===== config.mk =====
export PLATFORM = sky130hd
export DESIGN_NAME = lif_membrane_update_flat
export DESIGN_NICKNAME = d
export VERILOG_FILES = /design/src/rtl/lif_membrane_update_if.sv /design/src/rtl/lif_membrane_update.sv /design/src/flat_wrapper.sv
export SDC_FILE = /design/constraint.sdc
export NUM_CORES = 1
export LEC_CHECK = 0
export CAP_MARGIN = 10
export CORE_MARGIN = 2
export CORE_UTILIZATION = 40
export DETAILED_ROUTE_END_ITERATION = 12
export SKIP_CTS_REPAIR_TIMING = 1
export SYNTH_ARGS = -nofsm -noshare
export SYNTH_HDL_FRONTEND = slang
export SYNTH_SLANG_ARGS = --single-unit
export TNS_END_PERCENT = 100

===== constraint.sdc =====
create_clock -name clk -period 6.97 [get_ports clk]
set_input_delay 1.394 -clock clk [delete_from_list [all_inputs] [get_ports clk]]
set_output_delay 1.394 -clock clk [all_outputs]
set_load 0.02 [all_outputs]

===== src/rtl/lif_membrane_update_if.sv =====
// Synaptic input handshake for the LIF membrane stage.
// master: in_valid/syn_in/leak_in out, in_ready in.
interface lif_membrane_update_if #(
  parameter int W = 21
);
  logic                in_valid;
  logic                in_ready;
  logic signed [W-1:0] syn_in;
  logic signed [W-1:0] leak_in;

  modport master (
    output in_valid,
    output syn_in,
    output leak_in,
    input  in_ready
  );

  modport slave (
    input  in_valid,
    input  syn_in,
    input  leak_in,
    output in_ready
  );
endinterface


===== src/rtl/lif_membrane_update.sv =====
// Leaky integrate-and-fire membrane: v = sat(v - leak + syn), spike + refractory.
// Ports: clk, rst_n, clear, in_if (slave handshake), v_mem, spike, spike_count.
module lif_membrane_update #(
  parameter int W              = 21,
  parameter int THRESH         = 5120,
  parameter int V_RESET        = 0,
  parameter int REFRACT_CYCLES = 4,
  parameter int CNT_W          = 16
) (
  input  logic                 clk,
  input  logic                 rst_n,
  input  logic                 clear,
  lif_membrane_update_if.slave in_if,
  output logic signed [W-1:0]  v_mem,
  output logic                 spike,
  output logic [CNT_W-1:0]     spike_count
);

  localparam int RW = $clog2(REFRACT_CYCLES + 2);

  localparam logic signed [W+1:0] SMAX =
    {3'b000, {(W-1){1'b1}}};
  localparam logic signed [W+1:0] SMIN =
    {3'b111, {(W-1){1'b0}}};

  localparam logic signed [W-1:0] TH = W'(THRESH);
  localparam logic signed [W-1:0] VR = W'(V_RESET);

  typedef enum logic {
    INTEGRATE = 1'b0,
    REFRACT   = 1'b1
  } state_t;

  state_t          state;
  logic [RW-1:0]   refr_cnt;

  logic signed [W+1:0] sum;
  logic signed [W-1:0] sat;
  logic                accept;
  logic                fire;
  logic                upd;
  logic                refr_on;

  assign in_if.in_ready = (state == INTEGRATE);

  assign accept = in_if.in_valid & in_if.in_ready;

  // Two guard bits cover the worst case of max - min + max.
  assign sum = {{2{v_mem[W-1]}}, v_mem}
             - {{2{in_if.leak_in[W-1]}}, in_if.leak_in}
             + {{2{in_if.syn_in[W-1]}}, in_if.syn_in};

  always_comb begin
    sat = sum[W-1:0];
    if (sum > SMAX) begin
      sat = {1'b0, {(W-1){1'b1}}};
    end else if (sum < SMIN) begin
      sat = {1'b1, {(W-1){1'b0}}};
    end
  end

  assign fire    = accept & (sat >= TH);
  assign upd     = accept & ~fire;
  assign refr_on = (state == REFRACT);

  always_ff @(posedge clk or negedge rst_n) begin
    if (!rst_n) begin
      v_mem       <= '0;
      spike       <= 1'b0;
      spike_count <= '0;
      refr_cnt    <= '0;
      state       <= INTEGRATE;
    end else if (clear) begin
      v_mem    <= VR;
      spike    <= 1'b0;
      refr_cnt <= '0;
      state    <= INTEGRATE;
    end else begin
      spike <= 1'b0;
      unique case (1'b1)
        fire: begin
          v_mem <= VR;
          spike <= 1'b1;
          if (spike_count != '1) begin
            spike_count <= spike_count + CNT_W'(1);
          end
          if (REFRACT_CYCLES > 0) begin
            refr_cnt <= RW'(REFRACT_CYCLES);
            state    <= REFRACT;
          end
        end
        upd: begin
          v_mem <= sat;
        end
        refr_on: begin
          refr_cnt <= refr_cnt - RW'(1);
          if (refr_cnt == RW'(1)) begin
            state <= INTEGRATE;
          end
        end
        default: begin
        end
      endcase
    end
  end

endmodule


===== src/flat_wrapper.sv =====
// flat-port wrapper written by rule: the top's interface ports become plain ports
module lif_membrane_update_flat 
#(
  parameter int W              = 21,
  parameter int THRESH         = 5120,
  parameter int V_RESET        = 0,
  parameter int REFRACT_CYCLES = 4,
  parameter int CNT_W          = 16
)
  (clk, rst_n, clear, v_mem, spike, spike_count, in_if_in_valid, in_if_syn_in, in_if_leak_in, in_if_in_ready);
  lif_membrane_update_if #(.W(W)) in_if_i ();
  input  logic clk;
  input  logic rst_n;
  input  logic clear;
  output logic signed [W-1:0] v_mem;
  output logic spike;
  output logic [CNT_W-1:0] spike_count;
  input wire logic [$bits(in_if_i.in_valid)-1:0] in_if_in_valid;
  input wire logic [$bits(in_if_i.syn_in)-1:0] in_if_syn_in;
  input wire logic [$bits(in_if_i.leak_in)-1:0] in_if_leak_in;
  output wire logic [$bits(in_if_i.in_ready)-1:0] in_if_in_ready;
  assign in_if_i.in_valid = in_if_in_valid;
  assign in_if_i.syn_in = in_if_syn_in;
  assign in_if_i.leak_in = in_if_leak_in;
  assign in_if_in_ready = in_if_i.in_ready;
  lif_membrane_update #(.W(W), .THRESH(THRESH), .V_RESET(V_RESET), .REFRACT_CYCLES(REFRACT_CYCLES), .CNT_W(CNT_W)) u_core (.clk(clk), .rst_n(rst_n), .clear(clear), .in_if(in_if_i), .v_mem(v_mem), .spike(spike), .spike_count(spike_count));
endmodule

==> impl_results.md, run 1 <==
- Hold Fails Final Rpt: 0
- CTS Buf Count: 5
- Clk pwr share: 8.1%
- CTS tree: done
- Final setup fails: 0
- Finished Cell Area: 5410 um2
- Slowest CP cell: or4_1
- Area leader, netlist: dfrtp_1
- Net Switching: 0.962 mW
- Antenna violations before repair: 0
- Fraction of layout cells with a size suffix above 1: 12.5%
- Setup crit end kind: flop
- Gate power share: 74.2%
- Hold_ws: 0.499 ns
- Syn Area/Cell: 8.47 um2
- Final #Nets: 688
- Clock Path Buffers: 2
- Synth Flop Type: dfrtp_1
- CP Class: in2reg
- Clk sink count: 42
- Most common cell in the netlist: ha_1
- Area Overhead vs Synth: 31.2%
- Max-Cap Viols: 0
- R2R cell count: 29
- Synth cell types: 65
- Warnings, synthesis: 0
- Routed wire length: 10500 um
- Post-synth EDFFs: 0
- Clk_skew: 0.00969 ns
- # DRC: 0
- R2r setup slk: 1.44 ns
- Arrival @ worst endpoint: 6.86 ns
- Vias in the first global route: 3712
- Max VDD drop: 0.000232 V
- Initial Util: 40.5%
- Post-DRT Antenna Nets: 0
- Register area share after synthesis: 25.5%
- GP Congestion: 0.844
- Reg power frac: 17.7%
- Reg clk slew, reported paths: 0.09 ns
- R2R Path End: u_core.spike_count[11]$_DFFE_PN0P_
- Rows: 37
- GR Overflow Total: 0
- H-tree levels: 2
- Asr flop ratio synth: 100%
- Final critical-path required period: 6.63 ns
- Total die area: 11100 um2
- Worst setup path start: in_if_leak_in[0]
- Pwr Density: 371 nW/um2
- Top post-synthesis cells by area: dfrtp_1 (25%), ha_1 (14%), xnor2_1 (6.4%)
- First-pass GRT wire length: 18000 um
- Root buf cell: clkbuf_8
- Max-slew violations: 0
- Synth Instances: 487
- Hold/Removal Path Class: reg2reg
- Post-DP HPWL: 8300 um
- Largest net degree at the start of global routing: 43
- Startpoint Class: input pin
- Via count: 3770
- Reg2reg start: u_core.v_mem[0]$_DFFE_PN0P_
- Via/cell ratio: 5.16
- Most common library cells after synthesis: ha_1 (46), inv_1 (44), dfrtp_1 (42), nor2_1 (37), nand2_1 (36)
- Number of detailed-route iterations in the first pass: 4
- DR iter-0 viols: 111
- Antenna cells: 0
- Worst slew pin tran: 1.00 ns
- # port buffers: 84
- Die H: 106 um
- Period utilisation layout: 95.2%
- Ports: 85
- CP required: 7.20 ns
- # fillers: 979
- Cell Area, Synth: 4130 um2
- Pleak: 2.48 nW
- Die Width: 106 um
- Sw Ratio: 47.8%
- Max Fclk: 151 MHz
- Gr usage total: 19.8%
- Post-synthesis register bit count: 42
- Internal power: 1.05 mW
- Post-DP Area: 5250 um2
- Setup crit end: u_core.spike_count[11]$_DFFE_PN0P_
- Largest stage delay, worst path: 0.48 ns
- Top cell type's share of synthesized area: 25.5%
- Core ar.: 10200 um2
- CP Max Fanout: 15
- Status: finished clean
- DR WL/cell: 14.4 um
- Post-synth net total: 581
- Clk Latency, worst-skew pair: 0.30 ns
- Max_slew headroom: 33.0%
- Setup TNS: 0 ns
-- per-layer routing --
metal / vias to the layer above / routed length, um / track usage (%)
met5: - / 0 / 0
met4: 0 / 86 / 3.57
met3: 7 / 494 / 2.47
met2: 74 / 4780 / 32.2
met1: 1754 / 5170 / 28.4
li1: 1935 / - / -
-- per-stage QoR --
stage	worst slack, ns	power (mW)	instances	util [%]
finish	0.336	2.01	730	53.2
global route	-0.00714	2.20	730	53.2
CTS	0.127	1.99	727	52.4
detailed placement	-0.156	1.82	720	51.6
global placement	-0.0464	1.80	720	51.6
floorplan	0.511	1.38	487	-
-- state kept, by name, summed over array words and instances, names as in the netlist --
register            cells
u_core.v_mem           21
u_core.spike_count     16
u_core.refr_cnt         3
u_core.refr_on          1
u_core.spike            1
-- worst max-delay path: cells and delay by family --
kind                       cells  cell delay [ns]
AOI/OAI and AO/OA             12             2.08
adders and majority gates      3             0.86
xor gates and xnor gates       2             0.24
and+or+nand+nor                6             1.17
buffers and inverters          6             1.10
-- worst min-delay path by stage --
stage / depth (start not counted) / end / startpoint
after detailed placement: 1 / u_core.spike_count[9]$_DFFE_PN0P_ / u_core.spike_count[9]$_DFFE_PN0P_
after global routing: 1 / u_core.spike_count[15]$_DFFE_PN0P_ / u_core.spike_count[15]$_DFFE_PN0P_
after CTS: 1 / u_core.spike_count[9]$_DFFE_PN0P_ / u_core.spike_count[9]$_DFFE_PN0P_
final: 1 / u_core.spike_count[15]$_DFFE_PN0P_ / u_core.spike_count[15]$_DFFE_PN0P_
after global placement: 1 / u_core.spike_count[9]$_DFFE_PN0P_ / u_core.spike_count[9]$_DFFE_PN0P_
after floorplan: 1 / u_core.refr_cnt[1]$_DFFE_PN0P_ / u_core.refr_cnt[1]$_DFFE_PN0P_
-- power groups by stage --
stage	sequential (mW)	combinational [mW]	clock, mW
6_report	0.356	1.49	0.162
5_1_grt	0.365	1.65	0.181
4_1_cts	0.356	1.47	0.171
3_5_place_dp	0.360	1.46	0
3_3_place_gp	0.359	1.44	0
2_1_floorplan	0.407	0.970	0
-- cell type report --
cell class	instances	area, um2	area share [%]
multi-input combinational	388	2890	53.3
clock inverter	2	15.0	0.277
tap	136	170	3.14
inverter	44	165	3.05
timing repair buffer	113	1060	19.5
clock buffer	5	68.8	1.27
sequential	42	1050	19.4
-- cells in the final DEF, fill, tap and decap left out, types with 14 or more instances in the layout --
master           synthesis  final
a21o_1                  14     14
o21ai_1                 18     19
xor2_1                  22     22
xnor2_1                 30     30
ha_1                    46     46
clkdlybuf4s50_1          0     83
nand2_1                 36     36
inv_1                   44     44
nor2_1                  37     37
buf_4                    3     28
a21oi_1                 35     33
dfrtp_1                 42     42
-- logic make-up (layout without fill, tap and decap cells) --
kind of cell,after synthesis,count (layout),synth area share (%)
compound gates,137,137,22.7
xor+xnor,52,52,11.0
fa+ha+maj,48,48,14.9
buf+inv,57,164,5.76
flops,42,42,25.5
mux,5,5,1.40
simple gates,146,146,18.7
Note: power is estimated with default switching activity, not from simulation.
==> run 2, diff against run 1 <==
--- a/config.mk
+++ b/config.mk
@@ -6,10 +6,8 @@
 export NUM_CORES = 1
 export LEC_CHECK = 0
 export CAP_MARGIN = 10
-export CORE_MARGIN = 2
 export CORE_UTILIZATION = 40
 export DETAILED_ROUTE_END_ITERATION = 12
-export SKIP_CTS_REPAIR_TIMING = 1
 export SYNTH_ARGS = -nofsm -noshare
 export SYNTH_HDL_FRONTEND = slang
 export SYNTH_SLANG_ARGS = --single-unit
==> run 2 against run 1 <==
Against the previous run:
- register-to-register slack worse by 0.07 ns
- via count up 1.5%
- sequential share of layout area down 0.35 points
- final cell count up 0.41%
- core utilization up 2.7 points
- combinational power about the same
- critical path depth unchanged
- count of clock-buffer cells in the layout unchanged
==> impl_results.md, run 2 (synthesis gave the netlist of run 1 again) <==
- Status: finished clean
- Fraction of layout cells with a size suffix above 1: 14.5% (+2.0 points)
- Clk sink count: 42 (unchanged)
- Worst slew pin tran: 1.01 ns (+0.00654 ns)
- Setup crit end kind: flop
- Max_slew headroom: 32.6% (-0.44 points)
- Pwr Density: 373 nW/um2 (+0.57%)
- Die Width: 104 um (-1.9%)
- Total die area: 10700 um2 (-3.8%)
- Clk_skew: 0.00929 ns (-0.000403 ns)
- Core ar.: 9860 um2 (-3.1%)
- Via count: 3828 (+1.5%)
- CP required: 7.21 ns (about the same)
- Non-Filler Instances: 733 (+0.41%)
- Post-DP HPWL: 8320 um (+0.21%)
- Rows: 36 (-2.7%)
- Biggest register: u_core.v_mem
- Gr usage total: 20.2% (+0.42 points)
- CP Class: in2reg
- Most frequent cells in the layout: clkdlybuf4s50_1 (83), ha_1 (46), inv_1 (44), dfrtp_1 (42)
- CTS tree: done
- Routed wire length: 10700 um (+1.7%)
- Die H: 104 um (-1.9%)
- Largest net degree at the start of global routing: 43 (unchanged)
- Arrival @ worst endpoint: 6.93 ns (+0.07 ns)
- Max-slew violations: 0 (unchanged)
- Reg clk slew, reported paths: 0.10 ns (about the same)
- Max VDD drop: 0.000202 V (-13%)
- Via/cell ratio: 5.22 (+1.1%)
- DR WL/cell: 14.6 um (+1.3%)
- Period utilisation layout: 96.0% (+0.81 points)
- Max Fclk: 149 MHz (-0.85%)
- # port buffers: 84 (unchanged)
- Setup TNS: 0 ns (unchanged)
- Clk Latency, worst-skew pair: 0.31 ns (about the same)
- CP Max Fanout: 5 (-10)
- Slowest CP cell: or4_4
- Finished Cell Area: 5510 um2 (+1.8%)
- DR iter-0 viols: 149 (+34%)
- Startpoint Class: input pin
- Max reg flops: 21 (unchanged)
- # DRC: 0 (unchanged)
- CTS Buf Count: 5 (unchanged)
- Biggest regs: u_core.v_mem: 21 flops, u_core.spike_count: 16 flops, u_core.refr_cnt: 3 flops
- GP Congestion: 0.852 (+1.0%)
- Antenna cells: 0 (unchanged)
- First-pass GRT wire length: 17700 um (-1.6%)
- Root buf cell: clkbuf_8
- Cts hold-fix bufs: 0
- Commonest non-fill, non-tap cell in the layout: clkdlybuf4s50_1
- Antenna violations before repair: 0 (unchanged)
- Clock Path Buffers: 2 (unchanged)
- Initial Util: 41.8% (+1.3 points)
- Hold/Removal Path Class: reg2reg
- Vias in the first global route: 3776 (+1.7%)
- Ports: 85 (unchanged)
- Hold_ws: 0.498 ns (-0.00114 ns)
- Final critical-path required period: 6.69 ns (+0.0567 ns)
- H-tree levels: 2 (unchanged)
- Final #Nets: 693 (+0.73%)
- GR Overflow Total: 0 (unchanged)
- Max-Cap Viols: 0 (unchanged)
- Post-DP Area: 5310 um2 (+1.0%)
- Largest stage delay, worst path: 0.49 ns (about the same)
- Post-DRT Antenna Nets: 0 (unchanged)
- Area Overhead vs Synth: 33.6%
- Number of detailed-route iterations in the first pass: 4 (unchanged)
- Pleak: 2.55 nW (+2.5%)
- Hold Fails Final Rpt: 0 (unchanged)
- Placed Instances: 723 (+0.42%)
- Final setup fails: 0 (unchanged)
run 2: cell count changes in the layout (fill, tap and decap cells not counted), moves of 2 or more:
cell | before | now
nor4_2 | 3 | 1
inv_6 | 0 | 3
nor4_4 | 0 | 2
clkinvlp_4 | 2 | 0
a21oi_2 | 4 | 6
a21oi_1 | 33 | 31
buf_4 | 28 | 32
run 2: power by group:
group	switching (mW)	internal, mW	total, mW
Clock	0.106	0.0747	0.181
Combinational	0.825	0.697	1.52
Sequential	0.0575	0.299	0.357
run 2: final timing paths:
path	start	endpoint	slack, ns	cells after the start
max in group asynchronous	rst_n	u_core.spike_count[2]$_DFFE_PN0P_	5.10	1
max reg2reg	u_core.v_mem[0]$_DFFE_PN0P_	u_core.spike_count[11]$_DFFE_PN0P_	1.37	29
min reg2reg	u_core.spike_count[15]$_DFFE_PN0P_	u_core.spike_count[15]$_DFFE_PN0P_	0.50	1
min	u_core.spike_count[15]$_DFFE_PN0P_	u_core.spike_count[15]$_DFFE_PN0P_	0.50	1
min in group asynchronous	rst_n	u_core.v_mem[3]$_DFFE_PN0P_	1.25	1
max	in_if_leak_in[0]	u_core.spike_count[11]$_DFFE_PN0P_	0.28	29
run 2: per-layer routing:
metal  wire length (um)  vias up  share of wire (%)  global-route usage [%]
met5                  0        -                  0                       0
met4                155        0                1.4                    5.28
met3                427       12                4.0                    3.27
met2               5030       89                 47                    33.4
met1               5100     1774                 48                    27.2
li1                   -     1953                  -                       -
run 2: final cells by class:
cell class / instances / area (um2)
inverter: 44 / 165
clock inverter: 3 / 26.3
clock buffer: 5 / 68.8
tap: 133 / 166
multi-input combinational: 388 / 2930
sequential: 42 / 1050
timing repair buffer: 118 / 1110
fill: 901 / 4350
run 2: worst max-delay path: cells and delay by family:
kind / cells / cell delay [ns]
compound gates: 12 / 1.86
simple gates: 6 / 1.37
buf+inv: 5 / 1.06
fa+ha+maj: 3 / 0.78
xor+xnor: 2 / 0.31
mux: 1 / 0.16
run 2: what timing repair did:
| action | in CTS | in global routing |
|---|---|---|
| gates resized for setup | 1 | 19 |
| pin swaps | 0 | 4 |
| setup endpoints to repair | 2 | 38 |
| buffers inserted | 0 | 2 |
run 2: through the flow:
step                      setup slack (ns)  utilization (%)  total power, mW
after floorplan                      0.511                -             1.38
after global placement              -0.183             53.8             1.82
after detailed placement            -0.331             53.8             1.84
after CTS                           0.0152             54.8             2.03
after global routing               -0.0251             55.9             2.24
final                                0.279             55.9             2.06
==> edit 1: new RTL, config.mk and constraints of run 2 <==
`W` is set to 21 in 3 places; all go to 29.
--- a/src/rtl/lif_membrane_update_if.sv
+++ b/src/rtl/lif_membrane_update_if.sv
@@ -1,7 +1,7 @@
 // Synaptic input handshake for the LIF membrane stage.
 // master: in_valid/syn_in/leak_in out, in_ready in.
 interface lif_membrane_update_if #(
-  parameter int W = 21
+  parameter int W = 29
 );
   logic                in_valid;
   logic                in_ready;
--- a/src/rtl/lif_membrane_update.sv
+++ b/src/rtl/lif_membrane_update.sv
@@ -1,7 +1,7 @@
 // Leaky integrate-and-fire membrane: v = sat(v - leak + syn), spike + refractory.
 // Ports: clk, rst_n, clear, in_if (slave handshake), v_mem, spike, spike_count.
 module lif_membrane_update #(
-  parameter int W              = 21,
+  parameter int W              = 29,
   parameter int THRESH         = 5120,
   parameter int V_RESET        = 0,
   parameter int REFRACT_CYCLES = 4,
--- a/src/flat_wrapper.sv
+++ b/src/flat_wrapper.sv
@@ -1,7 +1,7 @@
 // flat-port wrapper written by rule: the top's interface ports become plain ports
 module lif_membrane_update_flat 
 #(
-  parameter int W              = 21,
+  parameter int W              = 29,
   parameter int THRESH         = 5120,
   parameter int V_RESET        = 0,
   parameter int REFRACT_CYCLES = 4,
Interface: changed (resized in_if_leak_in, in_if_syn_in and v_mem); port bits go from 85 to 109. The function was not compared with the original's and may differ.
==> edit 1 against run 2 <==
  * Worst setup slack lost 0.12 ns
  * Global-route usage grew 3.6 points
  * Routed wire length grew 63%
  * Utilization grew 6.3 points
  * Total power grew 120%
  * Sequential cell count grew 8
  * Die area grew 34%
  * Combinational power grew to 2.5 times the old value
  * Design area grew 51%
  * Synthesized area grew 35%
  * Highest routed layer unchanged
==> edit 1: results (changes against run 2) <==
| Metric | Value |
|---|---|
| Reg area | `1251 sq um (+19%)` |
| Reg2Reg Setup Slack | `1.21 ns (-0.16 ns)` |
| Layout cells sized above 1 | `24.46% (+10 points)` |
| Clock Skew | `0.01065 ns (+0.001357 ns)` |
| Status | `completed` |
| Worst VDD drop | `0.1956 mV (-2.9%)` |
| Via count | `5969 (+56%)` |
| Inverter count | `54 (+23%)` |
| Seq/Total Area, Yosys | `22.52% (-3.0 points)` |
| Worst setup path startpoint | `in_if_leak_in[9]` |
| Cts repair resizes | `16 (+15)` |
| Drt first pass iters | `5 (+1)` |
| Largest regs | `u_core.v_mem: 29 flops, u_core.spike_count: 16 flops, u_core.refr_cnt: 3 flops` |
| Worst slew margin | `37.34% (+4.8 points)` |
| Leak | `3.874 nW (+52%)` |
| Routability cong. | `0.8619 (+1.1%)` |
| Critical path peak fanout | `5 (unchanged)` |
| Worst-Skew Late Latency | `0.31 ns (about the same)` |
| Post-DP HPWL | `12810 microns (+54%)` |
| Arr. time, crit path | `7.04 ns (+0.11 ns)` |
| Post-synth net total | `838 (+44%)` |
| Antenna diodes | `0 (unchanged)` |
| Worst R2R Path Depth | `28 (-3.4%)` |
| DRT iter0 DRCs | `282 (+89%)` |
| Buffers, non-clock | `234 (+98%)` |
| Top cells by count, synth | `89 x a21oi_1, 70 x nand2_1, 65 x ha_1, 54 x inv_1, 50 x dfrtp_1` |
| FILL cells | `1169 (+30%)` |
| First-pass GRT wire length | `27550 microns (+55%)` |
| Setup bufs post-CTS | `2 (+2)` |
| Top area cells in the synthesized netlist | `dfrtp_1 23%, ha_1 15%, a21oi_1 8.0%` |
| Count of different cell masters after synthesis | `68 (+4.6%)` |
| Synth async-reset ratio | `100.0% (unchanged)` |
| Nets@finish | `1060 (+53%)` |
| Number of synthesized register bits | `50 (+19%)` |
| Area of the multi-input gates | `4441 sq um (+52%)` |
| Number of global-route vias before repair | `5736 (+52%)` |
| Clk slew on worst S/H paths | `0.08 ns (-0.02 ns)` |
| GRT Total Usage | `23.78% (+3.6 points)` |
| CTS H-tree lvls | `2 (unchanged)` |
| Final clock-cell share | `1.845% (+0.12 points)` |
| CTS Root Cell | `clkbuf_16` |
| Maximum number of pins on one net before global-route repair | `51 (+19%)` |
| Switch share | `49.17% (+1.2 points)` |
| Ys Warns | `0 (unchanged)` |
| I/O Buffers | `108 (+29%)` |
| Post-DR wirelength/cell | `15.72 microns (+7.6%)` |
| Multi-input gates | `586 (+51%)` |
| Non-clock buffering overhead | `24.83% (+4.7 points)` |
| Hold WC Path Type | `flop to flop` |
| Worst r2r dst | `u_core.spike_count[5]$_DFFE_PN0P_` |
## edit 1: cell count changes after synthesis, moves of 10 or more
cell      change
a21oi_1      +54
ha_1         +19
inv_1        +10
nand2_1      +34
nand2b_1     +11
o21ai_0      +21
## edit 1: power groups by stage
stage               combinational [W]  sequential (W)  clock, W
CTS                           0.00338        0.000468  0.000285
global route                  0.00419        0.000482  0.000292
detailed placement            0.00331        0.000472         0
floorplan                     0.00194        0.000540         0
global placement              0.00329        0.000469         0
finish                        0.00385        0.000470  0.000279
## edit 1: kinds of logic after synthesis
kind of cell	count (synthesis)	share of synthesized area (%)
muxes	1	0.2027
buffers and inverters	74	5.540
xor gates and xnor gates	64	10.09
adders and majority gates	67	15.36
DFF	50	22.52
AOI/OAI and AO/OA	237	26.96
and+or+nand+nor	216	19.32
## edit 1: worst min-delay path by stage
stage,from,to,slack [ns],cells after the start
after floorplan,u_core.refr_cnt[2]$_DFFE_PN0P_,u_core.refr_cnt[2]$_DFFE_PN0P_,0.46,1
after CTS,u_core.spike_count[13]$_DFFE_PN0P_,u_core.spike_count[13]$_DFFE_PN0P_,0.50,1
after global routing,u_core.spike_count[13]$_DFFE_PN0P_,u_core.spike_count[13]$_DFFE_PN0P_,0.53,1
final,u_core.spike_count[13]$_DFFE_PN0P_,u_core.spike_count[13]$_DFFE_PN0P_,0.49,1
after detailed placement,u_core.spike_count[13]$_DFFE_PN0P_,u_core.spike_count[13]$_DFFE_PN0P_,0.48,1
after global placement,u_core.spike_count[13]$_DFFE_PN0P_,u_core.spike_count[13]$_DFFE_PN0P_,0.48,1
## edit 1: stage by stage
step / instances / worst slack, ns / instance area, sq um
floorplan: 709 / 0.4440 / 5555
global placement: 1077 / -0.5820 / 7533
detailed placement: 1077 / -0.8127 / 7533
CTS: 1088 / 0.008558 / 7780
global route: 1108 / -0.07832 / 8339
finish: 1108 / 0.1631 / 8339
## edit 1: critical path, cell delays in order
cell and delay, ns:
clkdlybuf4s50_1 0.45, inv_1 0.04, ha_1 0.30, buf_4 0.15, a2111oi_0 0.83, a21oi_4 0.15, a41oi_4 0.26, o311ai_2 0.14
a21o_1 0.23, a41o_1 0.24, buf_4 0.15, nor2_4 0.07, xnor2_1 0.07, ha_1 0.35, nand4_1 0.24, o311ai_2 0.31
a21oi_2 0.09, buf_4 0.14, buf_4 0.13, o21ai_2 0.16, nand2_2 0.08, a31o_4 0.26, or4_4 0.55, nor2_4 0.11
xor2_1 0.14
## edit 1: layer usage
layer / global-route usage (%) / share of wire, % / vias up
met5: 0 / 0 / -
met4: 5.547 / 1.1 / 0
met3: 2.424 / 4.0 / 13
met2: 39.67 / 48 / 161
met1: 32.91 / 47 / 2808
li1: - / - / 2987
==> edit 2: new RTL, settings of run 2 <==
Without the edit above. Make the reset (`rst_n`) synchronous in one clocked block.
--- a/src/rtl/lif_membrane_update.sv
+++ b/src/rtl/lif_membrane_update.sv
@@ -63,7 +63,7 @@
   assign upd     = accept & ~fire;
   assign refr_on = (state == REFRACT);
 
-  always_ff @(posedge clk or negedge rst_n) begin
+  always_ff @(posedge clk) begin
     if (!rst_n) begin
       v_mem       <= '0;
       spike       <= 1'b0;
Behaviour: differs if rst_n is asserted again (counterexample within 4 cycles, from zero or initial values and one cycle with rst_n low); with rst_n held inactive, the same outputs for 4 cycles.
==> edit 2 against run 2 <==
  * Utilization down 2.8 points
  * First-iteration DRC count up 13%
  * Via count up 6.1%
  * Synthesized area about the same
  * Worst setup slack better by 0.15 ns
  * Routed wire length up 1.8%
  * Fmax up 2.3%
  * Sequential cell count unchanged
  * Global-route usage down 0.15 points
  * Design area down 4.6%
  * Hold slack worse by 0.020 ns
  * Highest routed layer unchanged
Power is not compared: it rests on default switching activity, and its combinational part moved more than twofold at a synthesized area within 25%.
==> edit 2: results (changes against run 2) <==
| Metric | Value |
|---|---|
| Nets@finish | `698 (+0.72%)` |
| Setup crit end | `u_core.spike_count[5]$_SDFFE_PN0P_` |
| Layout cells sized above 1 | `5.795% (-8.7 points)` |
| Clock Skew | `0.005067 ns (-0.004222 ns)` |
| Placed Area | `5129 sq um (-3.4%)` |
| Post-synthesis mux area share | `3.152% (+1.8 points)` |
| Critical path peak fanout | `25 (+20)` |
| Placed insts | `729 (+0.83%)` |
| XOR/XNOR Fraction of Synth Area | `6.364% (-4.7 points)` |
| Top cells by count, synth | `47 x ha_1, 42 x a21oi_1, 42 x dfxtp_1, 42 x inv_1, 35 x nand2_1` |
| Reg2Reg Setup Slack | `1.63 ns (+0.26 ns)` |
| M3 GR Usage | `2.140% (-1.1 points)` |
| Status | `completed` |
| DR WL met3 | `481 microns (+13%)` |
| Synth async-reset ratio | `0% (-100 points)` |
| Vias per cell | `5.513 (+5.6%)` |
| Worst slew margin | `33.53% (+0.95 points)` |
| Pre-CTS WS | `0.01520 ns (+0.3464 ns)` |
| Top area cells in the synthesized netlist | `dfxtp_1 20%, ha_1 14%, a21oi_1 5.1%` |
| Seq/Total Area, Yosys | `20.36% (-5.1 points)` |
| Metal-1 WL | `5243 microns (+2.8%)` |
| Arr. time, crit path | `6.78 ns (-0.15 ns)` |
| Count of different cell masters after synthesis | `69 (+6.2%)` |
| Met2 routed WL | `5019 microns (-0.14%)` |
| Synth Area in Compound Gates | `28.27% (+5.6 points)` |
| Cts repair resizes | `0 (-1)` |
| DRT iter0 DRCs | `169 (+13%)` |
| FILL cells | `953 (+5.8%)` |
| Drt total wl | `10900 microns (+1.8%)` |
| Post-synth net total | `617 (+6.2%)` |
| Worst setup path startpoint | `in_if_leak_in[1]` |
| Post-layout min period | `6.541 ns (-0.1491 ns)` |
| Number of global-route vias before repair | `3831 (+1.5%)` |
| HP Start | `u_core.refr_cnt[1]$_SDFFE_PP0P_` |
| Hold EP | `u_core.refr_cnt[1]$_SDFFE_PP0P_` |
| Post-DP HPWL | `8331 microns (+0.18%)` |
| WHS Path Cells | `2 (+1)` |
| First-pass GRT wire length | `17870 microns (+0.70%)` |
| Grt met1 use | `27.27% (+0.029 points)` |
| Routability cong. | `0.8851 (+3.9%)` |
| R2r startpoint | `u_core.v_mem[1]$_SDFFE_PP0P_` |
| Met2 Use GR | `33.27% (-0.14 points)` |
-- edit 2: worst max-delay path, cell delays in order --
cell,delay (ns)
clkdlybuf4s50_1,0.45
inv_1,0.06
ha_1,0.28
nor2b_1,0.13
o21a_1,0.18
o21ai_0,0.37
a211oi_2,0.17
nor2_1,0.20
a211oi_1,0.15
o311a_1,0.37
o21ai_0,0.23
a31oi_1,0.13
ha_1,0.24
or2_0,0.24
nand2b_1,0.14
a31o_2,0.22
o22ai_1,0.12
o21bai_1,0.13
buf_4,0.16
nor3_1,0.06
o32ai_2,0.35
o211ai_2,0.16
buf_12,0.18
or4_1,0.50
a21boi_1,0.16
-- edit 2: cell type report --
type | count | area, sq um | area share (%)
multi-input combinational | 423 | 3080 | 58.58
timing repair buffer | 89 | 903.4 | 17.18
sequential | 42 | 840.8 | 15.99
tap | 133 | 166.4 | 3.164
inverter | 42 | 157.7 | 2.998
clock buffer | 6 | 72.57 | 1.380
clock inverter | 2 | 37.54 | 0.7138
